**src/rtl/hazard_fwd_unit_if.sv**
```systemverilog
// Decode-side hazard bus: instruction fields entering from D, branch
// resolution from M, and the stall/flush/forwarding controls sent back.
interface hazard_fwd_unit_if #(
  parameter int REG_AW  = 5,
  parameter int NUM_SRC = 2,
  parameter int CNT_W   = 16
);
  logic                      dec_valid;
  logic [NUM_SRC*REG_AW-1:0] dec_src;
  logic [NUM_SRC-1:0]        dec_src_used;
  logic [REG_AW-1:0]         dec_dst;
  logic                      dec_reg_write;
  logic                      dec_load;
  logic                      branch_taken_m;
  logic                      stall_fd;
  logic                      bubble_e;
  logic                      flush_de;
  logic [NUM_SRC*2-1:0]      fwd_sel_e;
  logic [CNT_W-1:0]          stall_cnt;
  logic [CNT_W-1:0]          flush_cnt;

  modport master (
    output dec_valid, dec_src, dec_src_used, dec_dst, dec_reg_write, dec_load,
           branch_taken_m,
    input  stall_fd, bubble_e, flush_de, fwd_sel_e, stall_cnt, flush_cnt
  );

  modport slave (
    input  dec_valid, dec_src, dec_src_used, dec_dst, dec_reg_write, dec_load,
           branch_taken_m,
    output stall_fd, bubble_e, flush_de, fwd_sel_e, stall_cnt, flush_cnt
  );
endinterface

```
**src/rtl/hazard_fwd_unit.sv**
```systemverilog
// Hazard detection and operand forwarding for the 5-stage MIPS pipeline.
// Shadows the E and M destination registers, stalls on load-use for a
// configurable number of bubbles, flushes D/E on a taken branch from M and
// keeps saturating stall/flush statistics.
module hazard_fwd_unit #(
  parameter int REG_AW         = 5,
  parameter int NUM_SRC        = 2,
  parameter int LOAD_USE_STALL = 1,
  parameter int CNT_W          = 16
) (
  input  logic               Clk,
  input  logic               Rst,
  hazard_fwd_unit_if.slave   bus
);

  typedef enum logic {RUN, STALL} stateT;

  stateT                stateCur, stateNext;
  logic [2:0]           stallLeft, stallLeftNext;

  // Shadow slots: _p0 is the instruction in E, _p1 the one in M. The W slot
  // is not kept: it never feeds a forwarding or hazard decision.
  logic                 vld_p0, vld_p1;
  logic [REG_AW-1:0]    dst_p0, dst_p1;
  logic                 regWr_p0, regWr_p1;
  logic                 isLoad_p0;

  logic                 eligE, eligM, loadUse;
  logic                 stallFd, bubbleE, flushDe, accept;
  logic [NUM_SRC*2-1:0] selNext, fwdSel;
  logic [CNT_W-1:0]     stallCnt, flushCnt;

  function automatic logic [CNT_W-1:0] satInc(input logic [CNT_W-1:0] v,
                                              input logic en);
    return (en && !(&v)) ? v + 1'b1 : v;
  endfunction

  assign eligE  = vld_p0 && regWr_p0 && (dst_p0 != '0);
  assign eligM  = vld_p1 && regWr_p1 && (dst_p1 != '0);
  assign accept = bus.dec_valid && !stallFd && !flushDe;

  // Load in E whose result is needed by a used operand of the D instruction.
  always_comb begin
    loadUse = 1'b0;
    for (int i = 0; i < NUM_SRC; i++) begin
      if (bus.dec_valid && bus.dec_src_used[i] && eligE && isLoad_p0 &&
          (bus.dec_src[i*REG_AW +: REG_AW] == dst_p0))
        loadUse = 1'b1;
    end
  end

  // Stall FSM next state and pipeline controls; a taken branch overrides any stall.
  always_comb begin
    stateNext     = stateCur;
    stallLeftNext = stallLeft;
    stallFd       = 1'b0;
    bubbleE       = 1'b0;
    flushDe       = 1'b0;
    if (bus.branch_taken_m) begin
      flushDe       = 1'b1;
      stateNext     = RUN;
      stallLeftNext = '0;
    end else begin
      case (stateCur)
        RUN: begin
          if (loadUse) begin
            stallFd       = 1'b1;
            bubbleE       = 1'b1;
            stallLeftNext = 3'(LOAD_USE_STALL - 1);
            stateNext     = (LOAD_USE_STALL > 1) ? STALL : RUN;
          end
        end
        STALL: begin
          stallFd       = 1'b1;
          bubbleE       = 1'b1;
          stallLeftNext = stallLeft - 3'd1;
          if (stallLeft <= 3'd1) stateNext = RUN;
        end
        default: stateNext = RUN;
      endcase
    end
  end

  // Forwarding select for the instruction entering E; the younger (E) writer wins.
  always_comb begin
    selNext = '0;
    for (int i = 0; i < NUM_SRC; i++) begin
      if (accept && bus.dec_src_used[i]) begin
        if (eligE && !isLoad_p0 && (dst_p0 == bus.dec_src[i*REG_AW +: REG_AW]))
          selNext[2*i +: 2] = 2'd1;
        else if (eligM && (dst_p1 == bus.dec_src[i*REG_AW +: REG_AW]))
          selNext[2*i +: 2] = 2'd2;
      end
    end
  end

  // Control state: FSM, shadow valid bits, forwarding selects and statistics.
  always_ff @(posedge Clk or posedge Rst) begin
    if (Rst) begin
      stateCur  <= RUN;
      stallLeft <= '0;
      vld_p0    <= 1'b0;
      vld_p1    <= 1'b0;
      fwdSel    <= '0;
      stallCnt  <= '0;
      flushCnt  <= '0;
    end else begin
      stateCur  <= stateNext;
      stallLeft <= stallLeftNext;
      // E -> M boundary: a taken branch kills the wrong-path instruction in E.
      vld_p1    <= vld_p0 && !flushDe;
      // D -> E boundary: stall inserts a bubble, flush an invalid entry.
      vld_p0    <= accept;
      fwdSel    <= selNext;
      stallCnt  <= satInc(stallCnt, stallFd);
      flushCnt  <= satInc(flushCnt, flushDe);
    end
  end

  // Shadow payload follows the pipeline; meaning is qualified by the valid bits.
  always_ff @(posedge Clk) begin
    dst_p1    <= dst_p0;
    regWr_p1  <= regWr_p0;
    dst_p0    <= bus.dec_dst;
    regWr_p0  <= bus.dec_reg_write;
    isLoad_p0 <= bus.dec_load;
  end

  assign bus.stall_fd  = stallFd && !Rst;
  assign bus.bubble_e  = bubbleE && !Rst;
  assign bus.flush_de  = flushDe && !Rst;
  assign bus.fwd_sel_e = fwdSel;
  assign bus.stall_cnt = stallCnt;
  assign bus.flush_cnt = flushCnt;

endmodule
```
**src/flat_wrapper.sv**
```systemverilog
// flat-port wrapper written by rule: the top's interface ports become plain ports
module hazard_fwd_unit_flat 
#(
  parameter int REG_AW         = 5,
  parameter int NUM_SRC        = 2,
  parameter int LOAD_USE_STALL = 1,
  parameter int CNT_W          = 16
)
  (Clk, Rst, bus_dec_valid, bus_dec_src, bus_dec_src_used, bus_dec_dst, bus_dec_reg_write, bus_dec_load, bus_branch_taken_m, bus_stall_fd, bus_bubble_e, bus_flush_de, bus_fwd_sel_e, bus_stall_cnt, bus_flush_cnt);
  hazard_fwd_unit_if #(.REG_AW(REG_AW), .NUM_SRC(NUM_SRC), .CNT_W(CNT_W)) bus_i ();
  input  logic Clk;
  input  logic Rst;
  input wire logic [$bits(bus_i.dec_valid)-1:0] bus_dec_valid;
  input wire logic [$bits(bus_i.dec_src)-1:0] bus_dec_src;
  input wire logic [$bits(bus_i.dec_src_used)-1:0] bus_dec_src_used;
  input wire logic [$bits(bus_i.dec_dst)-1:0] bus_dec_dst;
  input wire logic [$bits(bus_i.dec_reg_write)-1:0] bus_dec_reg_write;
  input wire logic [$bits(bus_i.dec_load)-1:0] bus_dec_load;
  input wire logic [$bits(bus_i.branch_taken_m)-1:0] bus_branch_taken_m;
  output wire logic [$bits(bus_i.stall_fd)-1:0] bus_stall_fd;
  output wire logic [$bits(bus_i.bubble_e)-1:0] bus_bubble_e;
  output wire logic [$bits(bus_i.flush_de)-1:0] bus_flush_de;
  output wire logic [$bits(bus_i.fwd_sel_e)-1:0] bus_fwd_sel_e;
  output wire logic [$bits(bus_i.stall_cnt)-1:0] bus_stall_cnt;
  output wire logic [$bits(bus_i.flush_cnt)-1:0] bus_flush_cnt;
  assign bus_i.dec_valid = bus_dec_valid;
  assign bus_i.dec_src = bus_dec_src;
  assign bus_i.dec_src_used = bus_dec_src_used;
  assign bus_i.dec_dst = bus_dec_dst;
  assign bus_i.dec_reg_write = bus_dec_reg_write;
  assign bus_i.dec_load = bus_dec_load;
  assign bus_i.branch_taken_m = bus_branch_taken_m;
  assign bus_stall_fd = bus_i.stall_fd;
  assign bus_bubble_e = bus_i.bubble_e;
  assign bus_flush_de = bus_i.flush_de;
  assign bus_fwd_sel_e = bus_i.fwd_sel_e;
  assign bus_stall_cnt = bus_i.stall_cnt;
  assign bus_flush_cnt = bus_i.flush_cnt;
  hazard_fwd_unit #(.REG_AW(REG_AW), .NUM_SRC(NUM_SRC), .LOAD_USE_STALL(LOAD_USE_STALL), .CNT_W(CNT_W)) u_core (.Clk(Clk), .Rst(Rst), .bus(bus_i));
endmodule
```
**config.mk**
```make
export PLATFORM = sky130hd
export DESIGN_NAME = hazard_fwd_unit_flat
export DESIGN_NICKNAME = d
export VERILOG_FILES = /design/src/rtl/hazard_fwd_unit_if.sv /design/src/rtl/hazard_fwd_unit.sv /design/src/flat_wrapper.sv
export SDC_FILE = /design/constraint.sdc
export NUM_CORES = 1
export LEC_CHECK = 0
export ABC_AREA = 1
export CAP_MARGIN = 20
export CORE_MARGIN = 1.5
export CORE_UTILIZATION = 31
export DETAILED_ROUTE_END_ITERATION = 8
export SKIP_LAST_GASP = 1
export SLEW_MARGIN = 20
export SYNTH_ARGS = -nofsm -noshare
export SYNTH_HDL_FRONTEND = slang
export SYNTH_SLANG_ARGS = --single-unit
```
**constraint.sdc**
```tcl
create_clock -name Clk -period 3.4 [get_ports Clk]
set_input_delay 0.68 -clock Clk [delete_from_list [all_inputs] [get_ports Clk]]
set_output_delay 0.68 -clock Clk [all_outputs]
set_load 0.05 [all_outputs]
```
==> impl_metrics.env, run 1 <==
export IMPL_num_vias=2667
export IMPL_drtIter0Drc=118
export IMPL_crit_path_end_kind="output pin"
export IMPL_place_gp_congestion=0.860
export IMPL_die_height_um=102
export IMPL_cts_tree="done"
export IMPL_globalRouteOverflowTotal=0
export IMPL_fp_row_count=35
export IMPL_crit_type="in2out"
export IMPL_skew_ns=0.00860
export IMPL_io_pins=62
export IMPL_critPathLaunch="bus_dec_src[7]"
export IMPL_yosys_warnings=0
export IMPL_hold_buffers=0
export IMPL_htreeDepth=2
export IMPL_die_w_um=102
export IMPL_p_per_area_nw_per_um2=430
export IMPL_grt_setup_unrepaired="no"
export IMPL_finalCritPeriodShare_pct=89.9
export IMPL_grt_util_all_layers_pct=14.3
export IMPL_cts_buffers=5
export IMPL_grt_pass1_wl_um=11800
export IMPL_synth_nets=422
export IMPL_synth_cells=395
export IMPL_synthDistinctLibCells=26
export IMPL_synth_xor_area_share_pct=11.0
export IMPL_startpoint_type="input port"
export IMPL_status="finished, final reports clean"
export IMPL_io_buffers=61
export IMPL_wl_um=6860
export IMPL_grt_max_degree=27
export IMPL_syn_area_per_cell_um2=7.68
export IMPL_cp_arrival_ns=2.38
export IMPL_clock_fmax_ghz=0.327
export IMPL_viasPerCell=4.53
export IMPL_antenna_found_initial=0
export IMPL_ant_nets=0
export IMPL_dp_hpwl_um=5210
export IMPL_die_area_um2=10400
export IMPL_synthAdderAreaFrac_pct=1.65
export IMPL_cts_sinks=55
export IMPL_core_um2=9370
export IMPL_worst_pin_slew_ns=0.573
export IMPL_clockBufferDepth=2
export IMPL_synth_compound_area_share_pct=1.65
export IMPL_min_from="u_core.regWr_p0$_DFF_P_"
export IMPL_cp_cell_sequence="clkdlybuf4s50_1 -> xnor2_1 -> nand3_1 -> nor2_1 -> nand2_1 -> nand3_4 -> nand2_1 -> nor2_1 -> buf_12"
export IMPL_synth_mux_area_fraction_pct=0
export IMPL_setup_viol=0
export IMPL_post_route_min_period_ns=3.06
export IMPL_leakagePower_nw=1.79
export IMPL_path_clk_slew_ns=0.09
export IMPL_placedInstanceArea_um2=3810
export IMPL_nets=486
export IMPL_worstPathRequired_ns=2.72
export IMPL_synthesis_area_um2=3040
export IMPL_fin_area_um2=3940
export IMPL_clkLatencyLatePin_ns=0.30
export IMPL_drc_errors=0
export IMPL_cp_slowest_cell="clkdlybuf4s50_1"
export IMPL_ff2ff_path_depth=8
export IMPL_whs_endpoint="u_core.regWr_p1$_DFF_P_"
export IMPL_drive_above_1_share_pct=4.78
export IMPL_setup_tns_ns=0
export IMPL_vdd_drop_max_mv=0.261
export IMPL_synth_seq_cells=55
export IMPL_final_common_cell="nand2_1"
export IMPL_routedWlPerCell_um=11.7
export IMPL_hold_path_class="reg2reg"
export IMPL_hold_viol_final=0
export IMPL_yosysSeqAreaShare_pct=43.2
export IMPL_ctsResizeCount=0
export IMPL_cts_root_buf="clkbuf_8"
export IMPL_post_cts_buffers=0
export IMPL_timing_rr_start="u_core.bus.flush_cnt[0]$_DFFE_PP0P_"
export IMPL_synth_top_family_by_area="simple AND/OR/NAND/NOR gates"
export IMPL_synthSimpleGateAreaFrac_pct=35.6
export IMPL_critPathMaxStageDelay_ns=0.56
export IMPL_cp_max_fo=4
export IMPL_mostFrequentLayoutCells="nand2_1, clkdlybuf4s50_1, dfrtp_1"
export IMPL_drv_slew=0
export IMPL_diodes=0
export IMPL_drtPass1Iterations=4
export IMPL_r2r_end="u_core.bus.flush_cnt[14]$_DFFE_PP0P_"
export IMPL_maxCapViolCount=0
export IMPL_slew_headroom_pct=61.8
export IMPL_reg2reg_slack_ns=1.20
export IMPL_initial_utilization_pct=32.4
export IMPL_hold_path_depth=0
export IMPL_syn_to_final_growth_pct=29.8
export IMPL_grt_pass1_vias=2519
## metal layers
| layer | track usage, % | share of wire [%] |
|---|---|---|
| met5 | 0 | 0 |
| met4 | 4.43 | 1.1 |
| met3 | 2.39 | 3.5 |
| met2 | 23.1 | 47 |
| met1 | 19.7 | 48 |
## synth_stat cells, drive strengths merged
cell | instances | area (um^2)
a21oi | 5 | 25.0
and2 | 1 | 6.26
buf | 7 | 52.5
clkinv | 1 | 3.75
dfrtp | 42 | 1050
dfxtp | 13 | 260
ha | 4 | 50.1
inv | 41 | 154
nand2 | 129 | 484
nand3 | 24 | 150
nand3b | 2 | 15.0
nand4 | 28 | 190
nor2 | 44 | 178
nor3 | 9 | 45.0
nor4 | 2 | 12.5
o21ai | 5 | 25.0
xnor2 | 19 | 166
xor2 | 19 | 166
## kinds of logic after synthesis
group / Yosys count
AO/OA/AOI/OAI: 10
AND/OR/NAND/NOR: 239
XOR/XNOR: 38
adder cells (fa/ha/maj): 4
buffers and inverters: 49
flip-flops: 55
## where the power goes
group	switching, mW	total [mW]	leakage (nW)	internal [mW]
Clock	0.209	0.504	0.0654	0.294
Combinational	0.264	0.418	1.04	0.155
Sequential	0.0685	0.771	0.683	0.703
Total	0.541	1.69	1.79	1.15
## worst max-delay path, delay by kind of cell
kind / cells / cell delay (ns)
buffers and inverters: 2 / 0.75
AND/OR/NAND/NOR: 6 / 0.81
XOR/XNOR: 1 / 0.14
## flip-flops by register name, indices dropped and copies added (netlist names)
name and cells:
u_core.bus.flush_cnt 16, u_core.bus.fwd_sel_e 4, u_core.bus.stall_cnt 16, u_core.dst_p0 5, u_core.dst_p1 5, u_core.isLoad_p0 1
u_core.regWr_p0 1, u_core.regWr_p1 1, u_core.stallLeft 3, u_core.stateCur 1, u_core.vld_p0 1, u_core.vld_p1 1
## final cells by class
type / instances / area [um^2]
fillers: 971 / 5430
multi-input cells: 291 / 1510
flip-flops and latches: 55 / 1310
repair buffers: 64 / 663
well taps: 129 / 161
inverters: 42 / 158
clock buffers: 6 / 72.6
clock inverters: 2 / 60.1
## metrics by stage
step	hold slack [ns]	std cells	total power [mW]	util, %	setup slack, ns
after floorplan	0.331	395	1.05	-	0.248
after global placement	0.344	581	1.20	40.6	0.360
after detailed placement	0.354	581	1.20	40.6	0.339
after CTS	0.368	589	1.72	42.0	0.340
after global routing	0.373	589	1.78	42.0	0.207
final	0.365	589	1.69	42.0	0.343
## how the worst max path moves through the flow
stage / end / slack [ns] / cells past startpoint
global route: bus_bubble_e / 0.21 / 9
finish: bus_stall_fd / 0.34 / 9
detailed placement: bus_stall_fd / 0.34 / 9
global placement: bus_stall_fd / 0.36 / 9
CTS: bus_stall_fd / 0.34 / 9
floorplan: bus_stall_fd / 0.25 / 12
Note: power is estimated with default switching activity, not from simulation.
==> run 2, diff against run 1 <==
--- a/config.mk
+++ b/config.mk
@@ -6,7 +6,6 @@
 export NUM_CORES = 1
 export LEC_CHECK = 0
 export ABC_AREA = 1
-export CAP_MARGIN = 20
 export CORE_MARGIN = 1.5
 export CORE_UTILIZATION = 31
 export DETAILED_ROUTE_END_ITERATION = 8
==> results of run 2 <==
No change in the layout: final DEF, timing and power equal those of run 1.
==> run 3, diff against run 2 <==
--- a/config.mk
+++ b/config.mk
@@ -7,8 +7,10 @@
 export LEC_CHECK = 0
 export ABC_AREA = 1
 export CORE_MARGIN = 1.5
-export CORE_UTILIZATION = 31
+export CORE_UTILIZATION = 35
 export DETAILED_ROUTE_END_ITERATION = 8
+export PLACE_DENSITY = 0.65
+export SETUP_SLACK_MARGIN = 0.5
 export SKIP_LAST_GASP = 1
 export SLEW_MARGIN = 20
 export SYNTH_ARGS = -nofsm -noshare
==> run 3 against run 2 <==
- worst hold slack worse by 0.0022 ns
- sequential power about the same
- critical endpoint is now bus_bubble_e
- highest routed layer unchanged
- critical path type unchanged
- worst setup slack better by 0.27 ns
- largest power group unchanged
==> impl_metrics.env, run 3 (synthesis gave the netlist of run 1 again) <==
export IMPL_viasPerCell=4.72
export IMPL_clock_fmax_ghz=0.359
export IMPL_hold_viol_final=0
export IMPL_cp_max_fo=2
export IMPL_core_um2=8300
export IMPL_placedInstanceArea_um2=3780
export IMPL_final_core_util_pct=46.9
export IMPL_cts_sinks=55
export IMPL_grt_util_all_layers_pct=16.3
export IMPL_ant_nets=0
export IMPL_multi_input_area_um2=1530
export IMPL_wl_met3_um=209
export IMPL_p_per_area_nw_per_um2=398
export IMPL_setup_viol=0
export IMPL_die_w_um=96.1
export IMPL_crit_path_frequent_cell="nand2_1"
export IMPL_fp_row_count=33
export IMPL_cts_buffers=5
export IMPL_grt_pass1_vias=2507
export IMPL_final_cell_count_no_fill=566
export IMPL_hold_path_class="reg2reg"
export IMPL_wl_um=6840
export IMPL_critPathMaxStageDelay_ns=0.52
export IMPL_place_gp_congestion=0.834
export IMPL_slew_headroom_pct=64.6
export IMPL_dp_hpwl_um=5080
export IMPL_cts_root_buf="clkbuf_8"
export IMPL_diodes=0
export IMPL_drive_above_1_share_pct=5.42
export IMPL_die_area_um2=9240
export IMPL_cp_slowest_cell="clkdlybuf4s50_1"
export IMPL_hold_buffers=0
export IMPL_grt_setup_unrepaired="no"
export IMPL_fin_area_um2=3890
export IMPL_vdd_drop_max_mv=0.427
export IMPL_grt_pass1_wl_um=11800
export IMPL_startpoint_type="input port"
export IMPL_dp_cells=557
export IMPL_cp_cell_sequence="clkdlybuf4s50_1 -> xnor2_1 -> nand2_1 -> nor2_2 -> nand2_1 -> nand3_4 -> nand2_2 -> nor2_4 -> buf_12"
export IMPL_clockBufferDepth=2
export IMPL_initial_utilization_pct=36.6
export IMPL_grt_max_degree=43
export IMPL_cts_tree="done"
export IMPL_setup_tns_ns=0
export IMPL_path_clk_slew_ns=0.09
export IMPL_crit_type="in2out"
export IMPL_p_int_mw=1.00
export IMPL_syn_to_final_growth_pct=28.3
export IMPL_fillers=833
export IMPL_worstPathRequired_ns=2.72
export IMPL_cp_arrival_ns=2.10
export IMPL_switchingPower_mw=0.548
export IMPL_highest_layer="met4"
export IMPL_switching_share_pct=35.4
export IMPL_drc_errors=0
export IMPL_wl_met2_um=3120
export IMPL_pwr_share_seq_pct=49.8
export IMPL_die_height_um=96.1
export IMPL_crit_path_end_kind="output pin"
export IMPL_antenna_found_initial=0
export IMPL_clkLatencyLatePin_ns=0.31
export IMPL_status="finished, final reports clean"
export IMPL_final_common_cell="nand2_1"
export IMPL_drv_slew=0
export IMPL_num_vias=2673
export IMPL_clkPwrFrac_pct=23.0
export IMPL_skew_ns=0.0123
export IMPL_nets=487
export IMPL_pwr_share_comb_pct=27.2
export IMPL_wl_met1_um=3490
export IMPL_htreeDepth=2
export IMPL_leakagePower_nw=1.83
export IMPL_io_buffers=61
export IMPL_io_pins=62
export IMPL_drtPass1Iterations=4
export IMPL_p_total_mw=1.55
export IMPL_worst_pin_slew_ns=0.532
export IMPL_routedWlPerCell_um=12.1
export IMPL_seqCellArea_um2=1310
export IMPL_mostFrequentLayoutCells="nand2_1, clkdlybuf4s50_1, dfrtp_1"
export IMPL_finalCritPeriodShare_pct=81.9
export IMPL_drtIter0Drc=116
export IMPL_maxCapViolCount=0
export IMPL_globalRouteOverflowTotal=0
export IMPL_post_route_min_period_ns=2.78
run 3: worst paths after layout:
path	start	endpoint	slack, ns	depth (start not counted)
min in group asynchronous	Rst	u_core.bus.stall_cnt[8]$_DFFE_PP0P_	0.90	3
min reg2reg	u_core.regWr_p0$_DFF_P_	u_core.regWr_p1$_DFF_P_	0.36	0
max reg2reg	u_core.bus.flush_cnt[0]$_DFFE_PP0P_	u_core.bus.flush_cnt[2]$_DFFE_PP0P_	1.17	8
max	bus_dec_src[4]	bus_bubble_e	0.62	9
min	u_core.regWr_p0$_DFF_P_	u_core.regWr_p1$_DFF_P_	0.36	0
max in group asynchronous	Rst	u_core.vld_p1$_DFF_PP0_	2.11	3
run 3: per-stage QoR:
| step | hold WS, ns | setup WS [ns] |
|---|---|---|
| 3_5_place_dp | 0.346 | 0.427 |
| 2_1_floorplan | 0.331 | 0.512 |
| 6_report | 0.362 | 0.616 |
| 5_1_grt | 0.374 | 0.520 |
| 3_3_place_gp | 0.342 | 0.438 |
| 4_1_cts | 0.363 | 0.508 |
run 3: power by group through the flow:
stage	combinational (mW)	clock, mW	sequential, mW
after floorplan	0.139	0	0.911
after global placement	0.417	0	0.782
after detailed placement	0.425	0	0.785
after CTS	0.426	0.373	0.772
after global routing	0.458	0.401	0.779
final	0.421	0.356	0.771
run 3: what timing repair did:
action	in CTS	in global routing
endpoints found under the setup margin	2	2
gates resized for setup	5	7
buffers inserted	1	0
pin swaps	1	2
run 3: area by class of cell:
cell class	instances	area share [%]
sequential	55	33.7
inverter	42	4.05
tap	105	3.37
timing repair buffer	65	17.5
multi-input combinational	291	39.2
clock inverter	2	0.321
clock buffer	6	1.86
run 3: metal layers:
metal | vias up | global-route usage [%]
met5 | - | 0
met2 | 49 | 25.1
met3 | 2 | 3.00
li1 | 1393 | -
met4 | 0 | 3.31
met1 | 1229 | 23.6
run 3: worst max-delay path: cells and delay by family:
| family | cells | cell delay, ns |
|---|---|---|
| XOR/XNOR | 1 | 0.15 |
| buffers and inverters | 2 | 0.67 |
| AND/OR/NAND/NOR | 6 | 0.60 |
